## src/rtl/rv2t_fetch_aligner_pkg.sv

```systemverilog
// Shared definitions for the fetch aligner: halfword width, RVC detect and reset PC default.
package rv2t_fetch_aligner_pkg;

  localparam int          HALF_W           = 16;
  localparam logic [31:0] RESET_PC_DEFAULT = 32'h0000_0000;

  typedef enum logic [2:0] {
    EX_WAIT,
    EX_HALF,
    EX_SPAN,
    EX_SKIP,
    EX_LOW,
    EX_FULL
  } ex_case_e;

  function automatic logic is_compressed(input logic [HALF_W-1:0] h);
    return h[1:0] != 2'b11;
  endfunction

endpackage

```

## src/rtl/rv2t_fetch_aligner_if.sv

```systemverilog
// Fetch-word input, redirect and instruction output bundle of the aligner.
interface rv2t_fetch_aligner_if;
  logic        flush_i;
  logic [31:0] flush_pc_i;
  logic        word_valid_i;
  logic [31:0] word_data_i;
  logic        word_ready_o;
  logic        instr_valid_o;
  logic        instr_ready_i;
  logic [31:0] instr_o;
  logic [31:0] instr_pc_o;
  logic        is_compressed_o;

  modport slave (
    input  flush_i, flush_pc_i, word_valid_i, word_data_i, instr_ready_i,
    output word_ready_o, instr_valid_o, instr_o, instr_pc_o, is_compressed_o
  );

  modport master (
    output flush_i, flush_pc_i, word_valid_i, word_data_i, instr_ready_i,
    input  word_ready_o, instr_valid_o, instr_o, instr_pc_o, is_compressed_o
  );
endinterface

```

## src/rtl/rv2t_fetch_aligner.sv

```systemverilog
// Realigns word-aligned fetch words into halfword-aligned RVC / 32-bit instructions,
// carrying an upper-halfword leftover across words for spanning instructions.
module rv2t_fetch_aligner
  import rv2t_fetch_aligner_pkg::*;
#(
  parameter logic [31:0] RESET_PC = RESET_PC_DEFAULT
) (
  input  logic                  clk,
  input  logic                  reset,
  rv2t_fetch_aligner_if.slave   bus
);

  localparam logic [31:0] PC0 = {RESET_PC[31:1], 1'b0};

  logic [HALF_W-1:0] r_half;
  logic              r_half_vld;
  logic [31:0]       r_pc;
  logic              r_skip_low;
  logic              r_out_vld;
  logic [31:0]       r_instr;
  logic [31:0]       r_instr_pc;
  logic              r_cmp;

  logic              w_can_load;
  ex_case_e          w_case;
  logic              w_emit;
  logic              w_take;
  logic [31:0]       w_instr;
  logic [31:0]       w_pc_step;
  logic [HALF_W-1:0] w_half_n;
  logic              w_half_vld_n;
  logic [HALF_W-1:0] w_lo;
  logic [HALF_W-1:0] w_hi;

  assign w_can_load = !r_out_vld || bus.instr_ready_i;
  assign w_lo       = bus.word_data_i[15:0];
  assign w_hi       = bus.word_data_i[31:16];

  // Skipping the low half of a redirect word emits nothing, so it may proceed
  // even while the output register is stalled.
  always_comb begin
    w_case = EX_WAIT;
    if (r_half_vld) begin
      if (is_compressed(r_half)) begin
        if (w_can_load) w_case = EX_HALF;
      end else if (bus.word_valid_i && w_can_load) begin
        w_case = EX_SPAN;
      end
    end else if (bus.word_valid_i) begin
      if (r_skip_low)      w_case = EX_SKIP;
      else if (w_can_load) w_case = is_compressed(w_lo) ? EX_LOW : EX_FULL;
    end
  end

  always_comb begin
    w_emit       = 1'b0;
    w_take       = 1'b0;
    w_instr      = '0;
    w_pc_step    = '0;
    w_half_n     = r_half;
    w_half_vld_n = r_half_vld;
    case (w_case)
      EX_HALF: begin
        w_emit       = 1'b1;
        w_instr      = {16'h0, r_half};
        w_pc_step    = 32'd2;
        w_half_vld_n = 1'b0;
      end
      EX_SPAN: begin
        w_emit    = 1'b1;
        w_take    = 1'b1;
        w_instr   = {w_lo, r_half};
        w_pc_step = 32'd4;
        w_half_n  = w_hi;
      end
      EX_SKIP: begin
        w_take       = 1'b1;
        w_half_n     = w_hi;
        w_half_vld_n = 1'b1;
      end
      EX_LOW: begin
        w_emit       = 1'b1;
        w_take       = 1'b1;
        w_instr      = {16'h0, w_lo};
        w_pc_step    = 32'd2;
        w_half_n     = w_hi;
        w_half_vld_n = 1'b1;
      end
      EX_FULL: begin
        w_emit    = 1'b1;
        w_take    = 1'b1;
        w_instr   = bus.word_data_i;
        w_pc_step = 32'd4;
      end
      default: ;
    endcase
  end

  always_ff @(posedge clk or posedge reset) begin
    if (reset) begin
      r_half     <= '0;
      r_half_vld <= 1'b0;
      r_pc       <= PC0;
      r_skip_low <= RESET_PC[1];
      r_out_vld  <= 1'b0;
      r_instr    <= '0;
      r_instr_pc <= '0;
      r_cmp      <= 1'b0;
    end else if (bus.flush_i) begin
      r_half_vld <= 1'b0;
      r_pc       <= {bus.flush_pc_i[31:1], 1'b0};
      r_skip_low <= bus.flush_pc_i[1];
      r_out_vld  <= 1'b0;
    end else begin
      r_half     <= w_half_n;
      r_half_vld <= w_half_vld_n;
      r_pc       <= r_pc + w_pc_step;
      if (w_case == EX_SKIP) r_skip_low <= 1'b0;
      if (w_can_load) begin
        r_out_vld <= w_emit;
        if (w_emit) begin
          r_instr    <= w_instr;
          r_instr_pc <= r_pc;
          r_cmp      <= is_compressed(w_instr[15:0]);
        end
      end
    end
  end

  assign bus.word_ready_o    = w_take && !bus.flush_i;
  assign bus.instr_valid_o   = r_out_vld;
  assign bus.instr_o         = r_instr;
  assign bus.instr_pc_o      = r_instr_pc;
  assign bus.is_compressed_o = r_cmp;

endmodule

```

## src/flat_wrapper.sv

```systemverilog
// flat-port wrapper written by rule: the top's interface ports become plain ports
module rv2t_fetch_aligner_flat import rv2t_fetch_aligner_pkg::*;
#(
  parameter logic [31:0] RESET_PC = RESET_PC_DEFAULT
)
  (clk, reset, bus_flush_i, bus_flush_pc_i, bus_word_valid_i, bus_word_data_i, bus_instr_ready_i, bus_word_ready_o, bus_instr_valid_o, bus_instr_o, bus_instr_pc_o, bus_is_compressed_o);
  rv2t_fetch_aligner_if bus_i ();
  input  logic clk;
  input  logic reset;
  input wire logic [$bits(bus_i.flush_i)-1:0] bus_flush_i;
  input wire logic [$bits(bus_i.flush_pc_i)-1:0] bus_flush_pc_i;
  input wire logic [$bits(bus_i.word_valid_i)-1:0] bus_word_valid_i;
  input wire logic [$bits(bus_i.word_data_i)-1:0] bus_word_data_i;
  input wire logic [$bits(bus_i.instr_ready_i)-1:0] bus_instr_ready_i;
  output wire logic [$bits(bus_i.word_ready_o)-1:0] bus_word_ready_o;
  output wire logic [$bits(bus_i.instr_valid_o)-1:0] bus_instr_valid_o;
  output wire logic [$bits(bus_i.instr_o)-1:0] bus_instr_o;
  output wire logic [$bits(bus_i.instr_pc_o)-1:0] bus_instr_pc_o;
  output wire logic [$bits(bus_i.is_compressed_o)-1:0] bus_is_compressed_o;
  assign bus_i.flush_i = bus_flush_i;
  assign bus_i.flush_pc_i = bus_flush_pc_i;
  assign bus_i.word_valid_i = bus_word_valid_i;
  assign bus_i.word_data_i = bus_word_data_i;
  assign bus_i.instr_ready_i = bus_instr_ready_i;
  assign bus_word_ready_o = bus_i.word_ready_o;
  assign bus_instr_valid_o = bus_i.instr_valid_o;
  assign bus_instr_o = bus_i.instr_o;
  assign bus_instr_pc_o = bus_i.instr_pc_o;
  assign bus_is_compressed_o = bus_i.is_compressed_o;
  rv2t_fetch_aligner #(.RESET_PC(RESET_PC)) u_core (.clk(clk), .reset(reset), .bus(bus_i));
endmodule
```

## config.mk

```make
export PLATFORM = sky130hd
export DESIGN_NAME = rv2t_fetch_aligner_flat
export DESIGN_NICKNAME = d
export VERILOG_FILES = /design/src/rtl/rv2t_fetch_aligner_pkg.sv /design/src/rtl/rv2t_fetch_aligner_if.sv /design/src/rtl/rv2t_fetch_aligner.sv /design/src/flat_wrapper.sv
export SDC_FILE = /design/constraint.sdc
export NUM_CORES = 1
export LEC_CHECK = 0
export BUFFER_PORTS_ARGS = -buffer_cell sky130_fd_sc_hd__buf_2
export CORE_UTILIZATION = 53
export DETAILED_ROUTE_END_ITERATION = 6
export GPL_ROUTABILITY_DRIVEN = 0
export PLACE_DENSITY = 0.76
export SYNTH_ARGS = -nofsm -noshare
export SYNTH_HDL_FRONTEND = slang
export SYNTH_SLANG_ARGS = --single-unit
```

## constraint.sdc

```tcl
create_clock -name clk -period 4.5 [get_ports clk]
set_input_delay 0.9 -clock clk [delete_from_list [all_inputs] [get_ports clk]]
set_output_delay 0.9 -clock clk [all_outputs]
set_load 0.02 [all_outputs]
```

; After elaboration in Yosys (flattened, before gate mapping)
; Index checks and enable logic that the tools add are counted.
; W data, S select, Z words.
[word_totals]
ff_bits = 116
latch_bits = 0
ramBits = 0
romBits = 0
inputBits = 69
out_inout_bits = 67
wordCells = 53
mem_count = 0
[classes]
addsub = 1
mul = 0
div = 0
order_cmp = 0
eq_ne = 8
n_shift = 0
n_mux = 19
bitwise_logic = 1
reduce_logical = 16
[ops]
columns = cell, count
row1 = $pmux W32 S4, 1
row2 = $add A32 B3 Y32, 1
row3 = $mux W32, 1
row4 = $mux W3, 5
row5 = $mux W1, 9
row6 = $reduce_or A4 Y1, 2
row7 = $eq A3 B2 Y1 const B, 2
row8 = $eq A3 B3 Y1 const B, 2
row9 = $ne A2 B2 Y1 const B, 3
row10 = $pmux W3 S2, 1
row11 = $reduce_or A2 Y1, 3
row12 = $reduce_bool A2 Y1, 2
row13 = $eq A3 B1 Y1 const B, 1
row14 = $reduce_and A3 Y1, 1
row15 = $reduce_bool A3 Y1, 1
row16 = $reduce_or A3 Y1, 1
row17 = $logic_and A1 B1 Y1, 2
row18 = $logic_not A1 Y1, 2
row19 = $mux W2, 1
row20 = $pmux W1 S2, 1
row21 = $reduce_and A2 Y1, 1
row22 = $logic_or A1 B1 Y1, 1
row23 = $not A1 Y1, 1

; Logic depth before layout (Yosys ltp)
[logic_depth]
ltp_word = 11
ltp_mapped = 12
mapped_depth_nobuf = 10

; Worst setup path before layout
; OpenSTA, ideal clock, no wires.
[synth_path]
path_kind = input port to flip-flop
startpoint = in bus_word_valid_i
endpoint = reg u_core.r_pc[18]
setup_time_ns = 0.082
arrival_time_ns = 3.426
required_time_ns = 4.418
setup_slack_ns = 0.992
cell_stages = 9
n_path_buf = 1
cell_sequence = nand2b_1 > nor4_1 > or2_2 > ha_1 > a21oi_1 > or4_1 > buf_2 > or4_1 > a31oi_1
[synth_via]
elab_chain_cells = 9
word_cells_on_any_way = 14
classes_between = add/sub: 1 / eq/ne: 4 / mux: 6 / reduce/logical: 3
[synth_lines]
columns = item, line
row1 = start: declaration, flat_wrapper.sv:12  ; input wire logic [$bits(bus_i.word_valid_i)-1:0] bus_word_valid_i;
row2 = $logic_and A1 B1 Y1, rv2t_fetch_aligner.sv:46  ; end else if (bus.word_valid_i && w_can_load) begin
row3 = $mux W2, rv2t_fetch_aligner.sv:46
row4 = $mux W3, rv2t_fetch_aligner.sv:44  ; if (is_compressed(r_half)) begin
row5 = $mux W3 (*), rv2t_fetch_aligner.sv:43  ; if (r_half_vld) begin
row6 = "$eq A3 B3 Y1, or another cell as far along", rv2t_fetch_aligner.sv:62  ; case (w_case)
row7 = $reduce_or A2 Y1 (no line), --
row8 = $pmux W3 S2 (*), rv2t_fetch_aligner.sv:62
row9 = $add A32 B3 Y32 (*), rv2t_fetch_aligner.sv:117  ; r_pc <= r_pc + w_pc_step;
row10 = $mux W32 (*), rv2t_fetch_aligner.sv:109  ; end else if (bus.flush_i) begin
row11 = end signal: assignment, rv2t_fetch_aligner.sv:111  ; r_pc <= {bus.flush_pc_i[31:1], 1'b0};
row12 = end signal: assignment, rv2t_fetch_aligner.sv:117
row13 = end: declaration, rv2t_fetch_aligner.sv:17  ; logic [31:0] r_pc;
; Every way passes the cells marked *; elsewhere a longest branch is shown, timed or not.
; A chain may end at the register's enable or synchronous reset.

; Worst setup path after layout
[layout_path]
startpoint = reg u_core.r_half_vld
endpoint = reg u_core.r_pc[20]
[layout_via]
elab_chain_cells = 6
word_cells_on_any_way = 10
classes_between = add/sub: 1 / eq/ne: 4 / mux: 3 / reduce/logical: 2
[layout_lines]
columns = item, line
row1 = start: declaration, rv2t_fetch_aligner.sv:16  ; logic r_half_vld;
row2 = start signal: assignment, rv2t_fetch_aligner.sv:116  ; r_half_vld <= w_half_vld_n;
row3 = $mux W3 (*), rv2t_fetch_aligner.sv:43
row4 = "$eq A3 B3 Y1, or another cell as far along", rv2t_fetch_aligner.sv:62
row5 = $reduce_or A2 Y1 (no line), --
row6 = $pmux W3 S2 (*), rv2t_fetch_aligner.sv:62
row7 = $add A32 B3 Y32 (*), rv2t_fetch_aligner.sv:117
row8 = $mux W32 (*), rv2t_fetch_aligner.sv:109
; Marks and branches as above.

==> results.tsv <==
stage	metric	value	unit
sta	timing.fmax	0.2507	GHz
placement	portBuffers	133	
power	combPwrFrac	0.228	
critical_path	end_kind	flop	
final_layout	final_nets	683	
power	p_sw	1.085	mW
critical_path	start_kind	flop	
critical_path	timing.rr.end	u_core.r_pc[20]	
power	seq_power_share	0.395	
floorplan	rows	35	
critical_path	worst-r2r-cell-count	9	
power	finalPower	3.547	mW
clock_tree	cts_buffer_depth	2	
global_routing	grt_max_degree	48	
synthesis	syn_avg_cell_area	10.70	sq um
floorplan	die_area	0.01017	sq mm
floorplan	die_w	100.9	um
sta	period_needed	3.989	ns
final_layout	layout-drive-gt1-share	0.3446	
sta	setup_tns	0	ns
detailed_routing	first_pass_iters	5	
power	p_per_area	540.3	mW/mm^2
power	sw_frac_of_total	0.3061	
clock_tree	cts_hold_buf	0	
detailed_routing	postRouteAntennaNets	0	
final_layout	layout_commonest_cell	buf_2	
min_path	min_path_type	primary input to asynchronous set/reset pin	
critical_path	rrSetupSlack	0.51	ns
synthesis	ys_ff_latch	114	
global_routing	antenna_found_initial	0	
final_layout	layout.cells.non_filler	753	
final_layout	syn2layout_area_growth	26.72	%
floorplan	die_h	100.9	um
detailed_routing	drc	0	
synthesis	yosysSeqAreaShare	0.5507	
critical_path	critPathMaxFanout	18	
synthesis	syn_inst	484	
clock_tree	post-cts-setup-buffers	0	
power	leakagePower	2.946	nW
clock_tree	h-tree-depth	4	
sta	maxSlewViolCount	0	
critical_path	crit_type	flop to flop	
global_routing	grt-ovfl-total	0	
synthesis	synth_nets	556	
clock_tree	clkSinkCount	114	
sta	period_share	0.8865	
detailed_routing	wl	12370	um
floorplan	start_util	0.5527	
power	internal_power	2.461	mW
clock_tree	cts_tree	built	
placement	hpwlAfterDp	8310	um
detailed_routing	via_per_inst	5.734	
critical_path	startpoint	u_core.r_half_vld	
critical_path	cp.required	4.93	ns
critical_path	reg2reg_from	u_core.r_half_vld	
clock_tree	clk_pin_slew	0.06	ns
floorplan	coreArea	0.009371	sq mm
detailed_routing	wl_per_cell	16.42	um
global_routing	grt_pass1_vias	4222	
synthesis	ys_warn_count	0	
placement	pre_cts_slack	0.1706	ns
clock_tree	cts_buffers	17	
synthesis	ys_async_sr_fraction	1.000	
critical_path	arrival	4.42	ns
detailed_routing	vias	4318	
detailed_routing	drt-initial-drc-count	231	
final_layout	diodes	0	
job	maxCapViolations	0	
synthesis	synth_edf_count	0	
placement	dp.cells	721	
clock_tree	cts_resized	0	
sta	finClkSkew	0.01018	ns
final_layout	final_cell_mix	buf_2 (133), dfrtp_1 (114), nand2_1 (63), mux2_2 (35), o21ai_1 (35)	
outcome	outcome	finished clean	
final_layout	post-route-util	0.7004	
synthesis	netlist_area	0.005180	sq mm
global_routing	grtUsageTotal	0.2597	
sta	hold_viol	0	
sta	worst_pin_slew	1.207	ns
power	pwr-share-clk	0.377	
final_layout	nFillCells	713	
synthesis	yosys.cell_types.count	45	
sta	fin_ws	0.5108	ns
sta	finalSetupViolCount	0	
clock_tree	clk_latency	0.51	ns
sta	rsz0062_at_grt	no	
synthesis	synth-main-ff-cell	dfrtp_1	
clock_tree	cts-root-buf	clkbuf_8	
floorplan	ios	136	
sta	slew_headroom	0.1909	
power	ir_drop	352.1	uV
global_routing	grt_pass1_wl	20230	um
[power by group through the flow]
stage	combinational, mW	clock, mW	sequential, mW
final	0.808	1.34	1.40
after global routing	0.883	1.40	1.43
after CTS	0.818	1.35	1.40
after detailed placement	0.812	0	1.41
after global placement	0.791	0	1.40
after floorplan	0.337	0	1.59
[cell type report]
type / count / area, sq um / area share
timing repair buffer: 140 / 718.2 / 0.1094
tap: 129 / 161.4 / 0.02459
clock buffer: 23 / 466.7 / 0.07110
sequential: 114 / 2853 / 0.4346
clock inverter: 9 / 128.9 / 0.01963
inverter: 8 / 32.53 / 0.004956
multi-input combinational: 330 / 2203 / 0.3357
[through the flow]
step | cell area [sq um] | hold WS [ns]
after floorplan | 5180 | 0.4590
after global routing | 6564 | 0.4272
after CTS | 6564 | 0.4004
after detailed placement | 5968 | 0.4698
final | 6564 | 0.3926
after global placement | 5968 | 0.4644
[cell families (layout without fill, tap and decap cells)]
family,after synthesis,in the layout,synth area share
adders and majority gates,3,3,0.008695
muxes,45,45,0.09783
buffers and inverters,40,180,0.03116
and+or+nand+nor,142,142,0.1379
AOI/OAI and AO/OA,128,128,0.1544
xor gates and xnor gates,11,11,0.01860
DFF,114,114,0.5507
other,1,1,0.0007239
[Yosys cell counts (all sizes together), types with 3 or more instances]
cell type	n	area, sq um
and3	5	31.28
and4	3	26.28
nor2b	3	18.77
xnor2	9	78.83
or4	15	112.6
a22oi	32	240.2
dfrtp	114	2853
clkbuf	24	90.09
o31ai	12	90.09
nand2	63	236.5
buf	8	41.29
nor4	4	31.28
a31oi	16	100.1
mux2	45	506.7
nand4	6	43.79
nor2	20	75.07
inv	8	30.03
a21oi	6	30.03
o21ai	54	270.3
nand3	11	60.06
or3	4	25.02
[registers in the layout (all words and copies together), names as in the netlist]
signal                      count
u_core.r_skip_low               1
u_core.r_half_vld               1
u_core.bus.instr_o             32
u_core.bus.instr_pc_o          31
u_core.r_pc                    31
u_core.r_half                  16
u_core.bus.is_compressed_o      1
u_core.bus.instr_valid_o        1
[routing by layer]
layer	wire length, um	global-route usage	share of wire	vias up
li1	-	-	-	2039
met1	5413	0.3459	0.44	2103
met2	6130	0.4220	0.50	153
met3	630	0.04716	0.051	23
met4	193	0.1070	0.016	0
met5	0	0	0	-
[worst max-delay path by stage]
stage / to / slack (ns)
global placement: u_core.r_pc[30] / 0.27
detailed placement: u_core.r_pc[20] / 0.17
finish: u_core.r_pc[20] / 0.51
global route: u_core.r_pc[26] / 0.29
floorplan: u_core.bus.instr_o[0] / 0.58
CTS: u_core.r_pc[20] / 0.55
[critical path, cell delays in order (launching register included)]
cell and delay (ns):
dfrtp_1 0.63, inv_2 0.11, nor4_4 0.90, or2_2 0.30, ha_1 0.16, a21oi_1 0.04
buf_4 0.16, or4_1 0.82, or4_1 0.61, a31oi_1 0.18
Note: power is estimated with default switching activity, not from simulation.
